==> src/rtl/yscaler_ctl.sv <==
// -----------------------------------------------------------------------------
// yscaler_ctl
//
// Frame-level sequencer for the yscaler datapath.
//   * Holds the software resolution configuration in shadow registers.
//   * Commits the shadow into the active (scaler-facing) registers only when a
//     frame starts.
//   * Issues a one-cycle fsync pulse to the scaler.
//   * Monitors the scaler m_axis output to detect frame completion,
//     protocol errors and stalls.
//
// Ports
//   clk, resetn            rising-edge clock, asynchronous active-low reset
//   enable                 run request, sampled when a frame starts
//   cfg_wr, cfg_*          one-cycle strobe that loads the shadow config
//   src_fsync              upstream frame-start pulse
//   err_clr                clears every sticky error flag
//   s_/m_width/height      active resolution driven to the scaler
//   fsync                  one-cycle scaler reset pulse (high only in SYNC)
//   mon_t*                 passive taps on the scaler m_axis interface
//   busy                   high in LOAD, SYNC and RUN
//   frame_done             one-cycle pulse on the last beat of a frame
//   frame_cnt              completed-frame counter, wraps to 0
//   err_cfg/sof/line/ovr/tmo  sticky error flags
// -----------------------------------------------------------------------------
module yscaler_ctl #(
    parameter int C_RESO_WIDTH    = 10,
    parameter int C_TIMEOUT_WIDTH = 20,
    parameter int C_FCNT_WIDTH    = 16
) (
    input  logic                    clk,
    input  logic                    resetn,
    input  logic                    enable,
    input  logic                    cfg_wr,
    input  logic [C_RESO_WIDTH-1:0] cfg_s_width,
    input  logic [C_RESO_WIDTH-1:0] cfg_s_height,
    input  logic [C_RESO_WIDTH-1:0] cfg_m_width,
    input  logic [C_RESO_WIDTH-1:0] cfg_m_height,
    input  logic                    src_fsync,
    input  logic                    err_clr,
    output logic [C_RESO_WIDTH-1:0] s_width,
    output logic [C_RESO_WIDTH-1:0] s_height,
    output logic [C_RESO_WIDTH-1:0] m_width,
    output logic [C_RESO_WIDTH-1:0] m_height,
    output logic                    fsync,
    input  logic                    mon_tvalid,
    input  logic                    mon_tready,
    input  logic                    mon_tuser,
    input  logic                    mon_tlast,
    output logic                    busy,
    output logic                    frame_done,
    output logic [C_FCNT_WIDTH-1:0] frame_cnt,
    output logic                    err_cfg,
    output logic                    err_sof,
    output logic                    err_line,
    output logic                    err_ovr,
    output logic                    err_tmo
);

    localparam int RW = C_RESO_WIDTH;
    localparam int TW = C_TIMEOUT_WIDTH;
    localparam int FW = C_FCNT_WIDTH;

    localparam logic [RW-1:0] RESO_ONE  = RW'(1);
    localparam logic [TW-1:0] STALL_ONE = TW'(1);
    localparam logic [FW-1:0] FCNT_ONE  = FW'(1);

    typedef enum logic [1:0] {
        ST_IDLE = 2'd0,
        ST_LOAD = 2'd1,
        ST_SYNC = 2'd2,
        ST_RUN  = 2'd3
    } state_t;

    state_t state_q, state_d;

    // Shadow configuration (software side)
    logic [RW-1:0] shd_sw_q, shd_sw_d;
    logic [RW-1:0] shd_sh_q, shd_sh_d;
    logic [RW-1:0] shd_mw_q, shd_mw_d;
    logic [RW-1:0] shd_mh_q, shd_mh_d;
    logic          shd_vld_q, shd_vld_d;

    // Active configuration (scaler side)
    logic [RW-1:0] act_sw_q, act_sw_d;
    logic [RW-1:0] act_sh_q, act_sh_d;
    logic [RW-1:0] act_mw_q, act_mw_d;
    logic [RW-1:0] act_mh_q, act_mh_d;

    // Frame monitor state
    logic [RW-1:0] pix_q, pix_d;
    logic [RW-1:0] line_q, line_d;
    logic [TW-1:0] stall_q, stall_d;
    logic          first_q, first_d;
    logic [FW-1:0] fcnt_q, fcnt_d;

    // Sticky errors
    logic err_cfg_q, err_cfg_d;
    logic err_sof_q, err_sof_d;
    logic err_line_q, err_line_d;
    logic err_ovr_q, err_ovr_d;
    logic err_tmo_q, err_tmo_d;

    logic in_run;
    logic beat;
    logic run_beat;
    logic pix_last;
    logic line_last;
    logic stall_full;
    logic done;
    logic tmo;
    logic cfg_zero;
    logic cfg_bad;
    logic cfg_ok;
    logic can_start;
    logic load_act;

    assign in_run     = (state_q == ST_RUN);
    assign beat       = mon_tvalid & mon_tready;
    assign run_beat   = in_run & beat;
    // Fields are never zero once active, so the -1 cannot underflow.
    assign pix_last   = (pix_q == (act_mw_q - RESO_ONE));
    assign line_last  = (line_q == (act_mh_q - RESO_ONE));
    assign stall_full = &stall_q;
    // Frame completion is combinational on the registered counters so it
    // lands in the same cycle as the final beat.
    assign done       = run_beat & mon_tlast & line_last;
    // A src_fsync in the same cycle takes priority over the timeout.
    assign tmo        = in_run & ~src_fsync & ~beat & stall_full;
    assign cfg_zero   = (cfg_s_width  == '0) | (cfg_s_height == '0) |
                        (cfg_m_width  == '0) | (cfg_m_height == '0);
    assign cfg_bad    = cfg_wr & cfg_zero;
    assign cfg_ok     = cfg_wr & ~cfg_zero;
    assign can_start  = enable & shd_vld_q;

    // ---------------------------------------------------------------- FSM
    always_comb begin
        state_d  = state_q;
        load_act = 1'b0;
        case (state_q)
            ST_IDLE: begin
                if (src_fsync && can_start) begin
                    state_d  = ST_LOAD;
                    load_act = 1'b1;
                end
            end
            ST_LOAD: begin
                state_d = ST_SYNC;
            end
            ST_SYNC: begin
                state_d = ST_RUN;
            end
            ST_RUN: begin
                if (src_fsync) begin
                    // Overrun: abandon the frame and restart if allowed.
                    if (can_start) begin
                        state_d  = ST_LOAD;
                        load_act = 1'b1;
                    end else begin
                        state_d = ST_IDLE;
                    end
                end else if (done) begin
                    state_d = ST_IDLE;
                end else if (tmo) begin
                    // Re-sync the scaler with the unchanged active config.
                    state_d = ST_SYNC;
                end
            end
            default: begin
                state_d = ST_IDLE;
            end
        endcase
    end

    // ---------------------------------------------------------------- shadow
    always_comb begin
        shd_sw_d  = shd_sw_q;
        shd_sh_d  = shd_sh_q;
        shd_mw_d  = shd_mw_q;
        shd_mh_d  = shd_mh_q;
        shd_vld_d = shd_vld_q;
        if (cfg_ok) begin
            shd_sw_d  = cfg_s_width;
            shd_sh_d  = cfg_s_height;
            shd_mw_d  = cfg_m_width;
            shd_mh_d  = cfg_m_height;
            shd_vld_d = 1'b1;
        end
    end

    // ---------------------------------------------------------------- active
    // Copied on the transition into LOAD so the scaler sees the new
    // resolution for a full cycle before the fsync pulse in SYNC.
    always_comb begin
        act_sw_d = act_sw_q;
        act_sh_d = act_sh_q;
        act_mw_d = act_mw_q;
        act_mh_d = act_mh_q;
        if (load_act) begin
            act_sw_d = shd_sw_q;
            act_sh_d = shd_sh_q;
            act_mw_d = shd_mw_q;
            act_mh_d = shd_mh_q;
        end
    end

    // ---------------------------------------------------------------- monitor
    always_comb begin
        pix_d   = pix_q;
        line_d  = line_q;
        stall_d = stall_q;
        first_d = first_q;
        fcnt_d  = fcnt_q;
        if (!in_run || (state_d != ST_RUN)) begin
            // Every entry into RUN starts from clean counters.
            pix_d   = '0;
            line_d  = '0;
            stall_d = '0;
            first_d = 1'b1;
        end else if (beat) begin
            stall_d = '0;
            first_d = 1'b0;
            // Counters follow tlast even when its position is wrong.
            if (mon_tlast) begin
                pix_d  = '0;
                line_d = line_q + RESO_ONE;
            end else begin
                pix_d = pix_q + RESO_ONE;
            end
        end else begin
            stall_d = stall_q + STALL_ONE;
        end
        if (done) begin
            fcnt_d = fcnt_q + FCNT_ONE;
        end
    end

    // ---------------------------------------------------------------- errors
    // A set in the same cycle as err_clr wins.
    always_comb begin
        err_cfg_d  = cfg_bad                           | (err_cfg_q  & ~err_clr);
        err_sof_d  = (run_beat & first_q & ~mon_tuser) | (err_sof_q  & ~err_clr);
        err_line_d = (run_beat & (mon_tlast ^ pix_last)) | (err_line_q & ~err_clr);
        err_ovr_d  = (in_run & src_fsync)              | (err_ovr_q  & ~err_clr);
        err_tmo_d  = tmo                               | (err_tmo_q  & ~err_clr);
    end

    // ---------------------------------------------------------------- registers
    always_ff @(posedge clk or negedge resetn) begin
        if (!resetn) begin
            state_q    <= ST_IDLE;
            shd_sw_q   <= '0;
            shd_sh_q   <= '0;
            shd_mw_q   <= '0;
            shd_mh_q   <= '0;
            shd_vld_q  <= 1'b0;
            act_sw_q   <= '0;
            act_sh_q   <= '0;
            act_mw_q   <= '0;
            act_mh_q   <= '0;
            pix_q      <= '0;
            line_q     <= '0;
            stall_q    <= '0;
            first_q    <= 1'b1;
            fcnt_q     <= '0;
            err_cfg_q  <= 1'b0;
            err_sof_q  <= 1'b0;
            err_line_q <= 1'b0;
            err_ovr_q  <= 1'b0;
            err_tmo_q  <= 1'b0;
        end else begin
            state_q    <= state_d;
            shd_sw_q   <= shd_sw_d;
            shd_sh_q   <= shd_sh_d;
            shd_mw_q   <= shd_mw_d;
            shd_mh_q   <= shd_mh_d;
            shd_vld_q  <= shd_vld_d;
            act_sw_q   <= act_sw_d;
            act_sh_q   <= act_sh_d;
            act_mw_q   <= act_mw_d;
            act_mh_q   <= act_mh_d;
            pix_q      <= pix_d;
            line_q     <= line_d;
            stall_q    <= stall_d;
            first_q    <= first_d;
            fcnt_q     <= fcnt_d;
            err_cfg_q  <= err_cfg_d;
            err_sof_q  <= err_sof_d;
            err_line_q <= err_line_d;
            err_ovr_q  <= err_ovr_d;
            err_tmo_q  <= err_tmo_d;
        end
    end

    // ---------------------------------------------------------------- outputs
    assign s_width    = act_sw_q;
    assign s_height   = act_sh_q;
    assign m_width    = act_mw_q;
    assign m_height   = act_mh_q;
    assign fsync      = (state_q == ST_SYNC);
    assign busy       = (state_q != ST_IDLE);
    assign frame_done = done;
    assign frame_cnt  = fcnt_q;
    assign err_cfg    = err_cfg_q;
    assign err_sof    = err_sof_q;
    assign err_line   = err_line_q;
    assign err_ovr    = err_ovr_q;
    assign err_tmo    = err_tmo_q;

endmodule

==> config.mk <==
export PLATFORM = sky130hd
export DESIGN_NAME = yscaler_ctl
export DESIGN_NICKNAME = d
export VERILOG_FILES = /design/src/rtl/yscaler_ctl.sv
export SDC_FILE = /design/constraint.sdc
export NUM_CORES = 1
export LEC_CHECK = 0
export CAP_MARGIN = 25
export CORE_MARGIN = 2
export CORE_UTILIZATION = 54
export DETAILED_ROUTE_END_ITERATION = 12
export PLACE_DENSITY = 0.8
export SYNTH_ARGS = -nofsm -noshare
export SYNTH_HDL_FRONTEND = slang
export SYNTH_SLANG_ARGS = --single-unit
==> constraint.sdc <==
create_clock -name clk -period 2.9 [get_ports clk]
set_input_delay 0.58 -clock clk [delete_from_list [all_inputs] [get_ports clk]]
set_output_delay 0.58 -clock clk [all_outputs]
set_load 0.02 [all_outputs]
==> parameters.txt, run 1 <==
Parameter                              Value

Status
  Run status ... complete, no violations

Synth
  Main flop type after synthesis ... dfrtp_1
  Proportion of synthesized chip area in sequential cells ... 0.514
  Syn Std Cell Area ... 7060 µm²
  Number of instances in the synthesized netlist ... slightly above 600
  Distinct cell type count of the synthesized netlist ... 66
  Post-Synthesis Mean Instance Area ... between 10 and 15 µm²
  Synth Net Count ... just under 700
  Number of flops mapped to enable cells by yosys ... 0
  Flip-flop and latch count after synthesis ... between 100 and 150
  Dominant cells by area after synthesis ... dfrtp_1 51%, mux2_2 12%, xnor2_1 5.0%
  Share of Yosys cell area claimed by the top area cell type ... 0.510
  Yosys warnings ... 0
  Async SR Flop Fraction ... 1.00
  Most area-hungry cell type in the Yosys netlist ... dfrtp_1

Finish
  Number of nets in the layout ... about 820
  Fraction of final layout cells sized beyond drive strength 1 ... 0.210
  Signed area change from the synthesized netlist to the final layout ... 29.7%
  Total inserted antenna cells ... 0
  Non-filler instance count after layout ... approximately 940
  Post-Layout Inst Area ... ~9200 µm²

STA
  Max-slew violation count ... 0
  Post-route clock period utilization ... 0.965
  Max Clock Freq ... ~0.36 GHz
  Setup-violating endpoint count in the final report ... 0
  Time the final worst path needs with I/O delays and setup ... roughly 2800 ps
  Rel. slew slack ... 0.434
  Final hold viol count ... 0
  Transition time at the pin with the least slew margin ... ~850 ps
  Unrepaired setup endpoints after global routing ... false
  Min setup slack post-route ... slightly above 100 ps
  Post-route clock skew ... ~11 ps

Route
  Total routed wirelength ... ~16000 µm
  Total iterations of the first detailed-routing run ... 4
  Remaining design rule violation count ... 0
  Detailed-route vias per instance ... ~5.7
  Post-detailed-route wirelength per cell ... ~17 µm
  Via count ... about 5400
  Antenna Nets Post-Route ... 0
  Drt first-iter violations ... 370

Floorplanning
  Die area ... 14000 µm²
  Total I/O pin count ... 114
  DIE HEIGHT ... ~120 µm
  Initial core utilization ... 0.557
  Die Width ... 118 µm
  Std-Cell Rows ... 41
  Area of the core ... between 10000 and 15000 µm²

Power
  Worst IR Drop VDD ... between 0.0006 and 0.0007 V
  Power per cell area ... 853 nW/µm²
  Total leakage power ... ~0.0038 µW

Place
  Routability congestion estimate ... between 0.8 and 0.9
  Number of buffers inserted by port buffering ... between 100 and 150
  Worst setup slack after placement ... -251 ps
  Cell area reported after detailed placement ... between 8000 and 9000 µm²
  Half-perimeter wire length of the detailed placement result ... between 10000 and 15000 µm
  Cells after DPL ... 911

Flow run
  Max-cap violations ... 0

Critical path
  Worst Setup End Kind ... output pin
  Data required, critical path ... 2320 ps
  Largest fanout on the critical path ... 4
  CP Launch Type ... register
  Crit-path slowest cell ... or4_4
  Data arrival time of the critical path ... roughly 2200 ps
  Critical path type ... reg -> out
  Number of buffers and inverters on the critical path ... 2
  Cell-by-cell listing of the critical path ... or4_4, a211oi_2, o21a_1, o2111a_1, nand2_1, inv_1, buf_2
  Gate family responsible for the most delay along the worst path ... simple AND/OR/NAND/NOR gates
  Max stage delay on crit path ... slightly below 600 ps

Global route
  Wire length of the first global-routing pass ... about 28000 µm
  Via count of the first global-routing pass ... 5612
  Congestion Overflow GR ... 0
  Combined global-route utilization of all metal layers ... 0.248
  Initial antenna violation count ... 0
  Maximum number of pins on one net before global-route repair ... around 150

Worst hold path
  Type of the most critical hold path ... in -> async

Clock network
  Clock tree from TritonCTS ... yes
  Max H-tree Level ... 4
  Total CTS buffers ... 17
  Cell at the root of the clock tree ... clkbuf_16
  Clock edge transition at the registers on the reported setup and hold paths ... 60 ps
  Later-pin clock latency in the skew report ... roughly 430 ps
  Clock buffer depth ... 2
  Clock sink total ... between 100 and 150
-- repair_timing --
action / CTS / global route
hold buffers: 0 / 0
setup endpoints to repair: 1 / 1
pin swaps: 2 / 0
setup buffers: 1 / 0
gates resized for setup: 7 / 2
endpoints found under the hold margin: 0 / 0
-- synth_stat cells (5+ instances only) --
| library cell | number |
|---|---|
| clkbuf_1 | 11 |
| nand2_1 | 32 |
| nor3_1 | 18 |
| nor3b_1 | 5 |
| or3_1 | 8 |
| a21oi_1 | 19 |
| and2_1 | 5 |
| and3_1 | 13 |
| mux2_2 | 77 |
| nor2_1 | 45 |
| nand4_1 | 22 |
| xor2_1 | 24 |
| nor4_1 | 12 |
| ha_1 | 10 |
| and4_1 | 5 |
| o21ai_0 | 10 |
| nand3_1 | 21 |
| dfrtp_1 | 144 |
| inv_1 | 14 |
| nor2b_1 | 6 |
| nand2b_1 | 6 |
| xnor2_1 | 40 |
-- final timing paths --
path | from | to | slack, ps | cells past startpoint
min | resetn | frame_cnt[9]$_DFFE_PN0P_ | 170 | 2
min reg2reg | frame_cnt[15]$_DFFE_PN0P_ | frame_cnt[15]$_DFFE_PN0P_ | 480 | 1
min in group clk | frame_cnt[15]$_DFFE_PN0P_ | frame_cnt[15]$_DFFE_PN0P_ | 480 | 1
max reg2reg | m_width[0]$_DFFE_PN0P_ | err_line$_DFF_PN0_ | 280 | 8
max in group asynchronous | resetn | m_height[3]$_DFFE_PN0P_ | 2030 | 2
max | m_height[5]$_DFFE_PN0P_ | frame_done | 100 | 7
-- cell type report --
class / count / area [µm²]
flip-flops and latches: 145 / 3630
repair buffers: 141 / 1380
inverters: 14 / 52.6
multi-input cells: 440 / 3320
fillers: 927 / 3510
clock buffers: 19 / 443
clock inverters: 13 / 125
well taps: 172 / 215
-- routing by layer --
metal  part of all wire  GRT usage  wire length [µm]
met4              0.019     0.0911               301
met1               0.42      0.302              6850
met3              0.069     0.0849              1110
met5                  0          0                 0
met2               0.49      0.408              7910
-- cell usage in the layout, fill, tap and decap left out, drive strengths merged, types with 3 or more instances in the layout --
master,instances
dfrtp,144
clkdlybuf4s50,111
mux2,77
nor2,45
xnor2,40
nand2,32
buf,30
xor2,24
nand4,23
nand3,21
nor3,20
a21oi,19
clkbuf,19
inv,19
and3,16
nor4,13
o21ai,11
ha,10
or3,8
and2,7
nand2b,6
nor2b,6
or2,6
and4,5
nor3b,5
clkinv,5
nand3b,4
a22o,4
a211oi,3
a31oi,3
or4,3
o31ai,3
-- state kept, by name (all words and copies together) (netlist names), 2 cells and up --
| signal | flops |
|---|---|
| stall_q | 20 |
| frame_cnt | 16 |
| shd_mw_q | 10 |
| pix_q | 10 |
| m_height | 10 |
| shd_sh_q | 10 |
| s_height | 10 |
| shd_mh_q | 10 |
| m_width | 10 |
| state_q | 2 |
| shd_sw_q | 10 |
| line_q | 10 |
| s_width | 10 |
-- cells by family (layout without fill, tap and decap cells) --
family | count (synthesis) | count (layout) | synth area share
flops | 145 | 145 | 0.514
compound gates | 62 | 62 | 0.0639
mux | 79 | 79 | 0.126
simple gates | 225 | 225 | 0.178
xor+xnor | 64 | 64 | 0.0794
fa+ha+maj | 10 | 10 | 0.0177
buf+inv | 35 | 187 | 0.0220
-- power by group --
group	total (µW)	internal [µW]	switching, µW
clock	2100	1220	884
sequential	2770	2410	364
combinational	2940	1440	1500
-- worst register-to-register path, stage by stage (launching register included) --
cell       delay (ps)
dfrtp_1           450
inv_1             110
ha_1              190
nor3b_1           370
nand2_1           130
a2111oi_0         450
nand4_1           210
mux2_2            330
a221o_1           260
-- through the flow --
step                setup TNS [ps]  hold WS (ps)   util  power (µW)
floorplan                        0           284      -        4390
global placement              -252           458  0.675        5570
detailed placement            -251           474  0.675        5660
CTS                              0           293  0.722        7840
global route                     0           289  0.723        8210
finish                           0           172  0.723        7810
Power figures use the tool's default switching activity.
==> inputs of run 2 (changes only) <==
CORE_UTILIZATION = 62   (was 54)
DONT_BUFFER_PORTS = 1   (was not set)
PLACE_DENSITY = 0.78   (was 0.8)
SETUP_SLACK_MARGIN = 0.05   (was not set)
==> run 2 against run 1 <==
Effect of this change: the run now ends with negative hold slack left; via count shrank 8.1%; sequential share of layout area is 6.4 points higher; core utilization down 0.43 points; hold slack got worse by 320 ps; critical path depth shrank 1.
==> parameters.txt, run 2 (same netlist as run 1, synthesis figures left out) <==
Parameter                              Value

STA
  Hold Worst Slack ... -144 ps
  Max-slew violation count ... 0
  Unrepaired setup endpoints after global routing ... true
  Max Clock Freq ... 0.358 GHz
  Aggregate negative setup slack ... 0 ps
  Post-route clock skew ... between 9 and 10 ps
  Time the final worst path needs with I/O delays and setup ... roughly 2800 ps
  Final hold viol count ... 144
  Setup-violating endpoint count in the final report ... 0
  Rel. slew slack ... 0.604
  Min setup slack post-route ... between 100 and 150 ps
  Post-route clock period utilization ... 0.964
  Transition time at the pin with the least slew margin ... 589 ps

Floorplanning
  Total I/O pin count ... between 100 and 150
  DIE HEIGHT ... between 100 and 150 µm
  Die Width ... around 110 µm
  Area of the core ... approximately 11000 µm²
  Std-Cell Rows ... 38
  Die area ... roughly 12000 µm²
  Initial core utilization ... 0.643

Clock network
  Max H-tree Level ... 4
  Clock buffer depth ... 2
  Cell at the root of the clock tree ... clkbuf_16
  Total CTS buffers ... 17
  Clock sink total ... roughly 150
  Clock edge transition at the registers on the reported setup and hold paths ... roughly 60 ps
  Later-pin clock latency in the skew report ... about 420 ps
  Clock tree from TritonCTS ... yes

Place
  Routability congestion estimate ... 0.890
  Worst setup slack after placement ... 278 ps
  Cell area reported after detailed placement ... ~7300 µm²
  Number of buffers inserted by port buffering ... 0
  Half-perimeter wire length of the detailed placement result ... between 10000 and 15000 µm

Critical path
  Max stage delay on crit path ... roughly 570 ps
  Timing startpoint of the critical path ... m_height[5]$_DFFE_PN0P_
  CP Launch Type ... register
  Length in cells of the worst reg-to-reg path ... 8
  Worst Setup End Kind ... output pin
  Data required, critical path ... 2320 ps
  Number of buffers and inverters on the critical path ... 1
  Gate family responsible for the most delay along the worst path ... simple AND/OR/NAND/NOR gates
  Data arrival time of the critical path ... about 2200 ps
  Crit-path slowest cell ... or4_4
  Cell-by-cell listing of the critical path ... or4_4, a211oi_2, o21a_1, o2111a_2, nand2_4, inv_4
  Critical path type ... reg -> out
  Largest fanout on the critical path ... 5
  Setup slack of the worst register-to-register path ... between 200 and 300 ps
  Startpoint of the most critical register-to-register path ... state_q[0]$_DFF_PN0_
  Count of cell instances traversed by the critical path ... 6

Finish
  Fraction of final layout cells sized beyond drive strength 1 ... 0.243
  Filler cells ... 765
  Post-Layout Inst Area ... a little under 8000 µm²
  Reg with most FFs ... stall_q
  Signed area change from the synthesized netlist to the final layout ... 11.7%
  Number of flip-flops in the largest register ... 20
  Leading cell type in the layout, fill and taps excluded ... dfrtp_1
  Number of nets in the layout ... a little under 700
  Total inserted antenna cells ... 0
  Final core occ ... 0.719
  Commonest non-fill, non-tap cells in the layout ... 142 x dfrtp_1, 77 x mux2_2, 44 x nor2_1

Status
  Failing checks ... negative hold slack
  Run status ... complete, but fails checks

Power
  Total leakage power ... approximately 0.0033 µW
  Worst IR Drop VDD ... approximately 0.0008 V
  Power per cell area ... about 900 nW/µm²

Route
  Remaining design rule violation count ... 0
  Antenna Nets Post-Route ... 0
  Drt first-iter violations ... between 300 and 400
  Post-detailed-route wirelength per cell ... between 15 and 20 µm
  Total iterations of the first detailed-routing run ... 4
  Total routed wirelength ... around 16000 µm
  Detailed-route vias per instance ... between 6 and 7
  Via count ... between 4000 and 5000

Worst hold path
  Type of the most critical hold path ... in -> async

Global route
  Congestion Overflow GR ... 0
  Maximum number of pins on one net before global-route repair ... between 100 and 150
  Initial antenna violation count ... 0
  Combined global-route utilization of all metal layers ... 0.258
  Via count of the first global-routing pass ... between 5000 and 6000
  Wire length of the first global-routing pass ... 25300 µm

Flow run
  Max-cap violations ... 0
==> run 2: per-stage QoR <==
step	total power, µW	hold slack, ps	instances
final	7100	-144	787
after global routing	7420	-159	787
after CTS	7040	-159	785
after detailed placement	4910	287	754
after global placement	4830	288	754
after floorplan	4390	284	620
==> run 2: worst paths after layout <==
path,to
worst max-delay path,frame_done
worst min-delay path,frame_cnt[15]$_DFFE_PN0P_
worst max register to register,pix_q[6]$_DFFE_PN0P_
worst min register to register,m_height[0]$_DFFE_PN0P_
max in group asynchronous,first_q$_DFFE_PN1P_
min in group clk,err_ovr$_DFF_PN0_
==> run 2: routing by layer <==
| layer | global-route usage | up-vias | part of all wire |
|---|---|---|---|
| li1 | - | 2256 | - |
| met4 | 0.118 | 0 | 0.032 |
| met3 | 0.0798 | 44 | 0.073 |
| met5 | 0 | - | 0 |
| met1 | 0.317 | 2483 | 0.41 |
| met2 | 0.418 | 188 | 0.48 |
==> run 2: what timing repair did <==
action	CTS	global route
endpoints found under the setup margin	1	1
buffers inserted	0	2
pin swaps	0	6
hold endpoints to repair	144	144
gates resized for setup	6	9
==> run 2: layout make-up <==
type | count | area, µm² | share of cell area
flip-flops and latches | 145 | 3630 | 0.460
multi-input cells | 440 | 3330 | 0.422
clock buffers | 20 | 467 | 0.0591
well taps | 140 | 175 | 0.0222
repair buffers | 17 | 128 | 0.0162
clock inverters | 11 | 101 | 0.0128
inverters | 14 | 55.1 | 0.00698
==> run 2: where the power goes <==
group          internal (µW)  total [µW]  leakage (µW)  switching [µW]
logic                    836        1860       0.00120            1020
registers               2410        3140       0.00184             730
clock network           1250        2110      0.000283             857
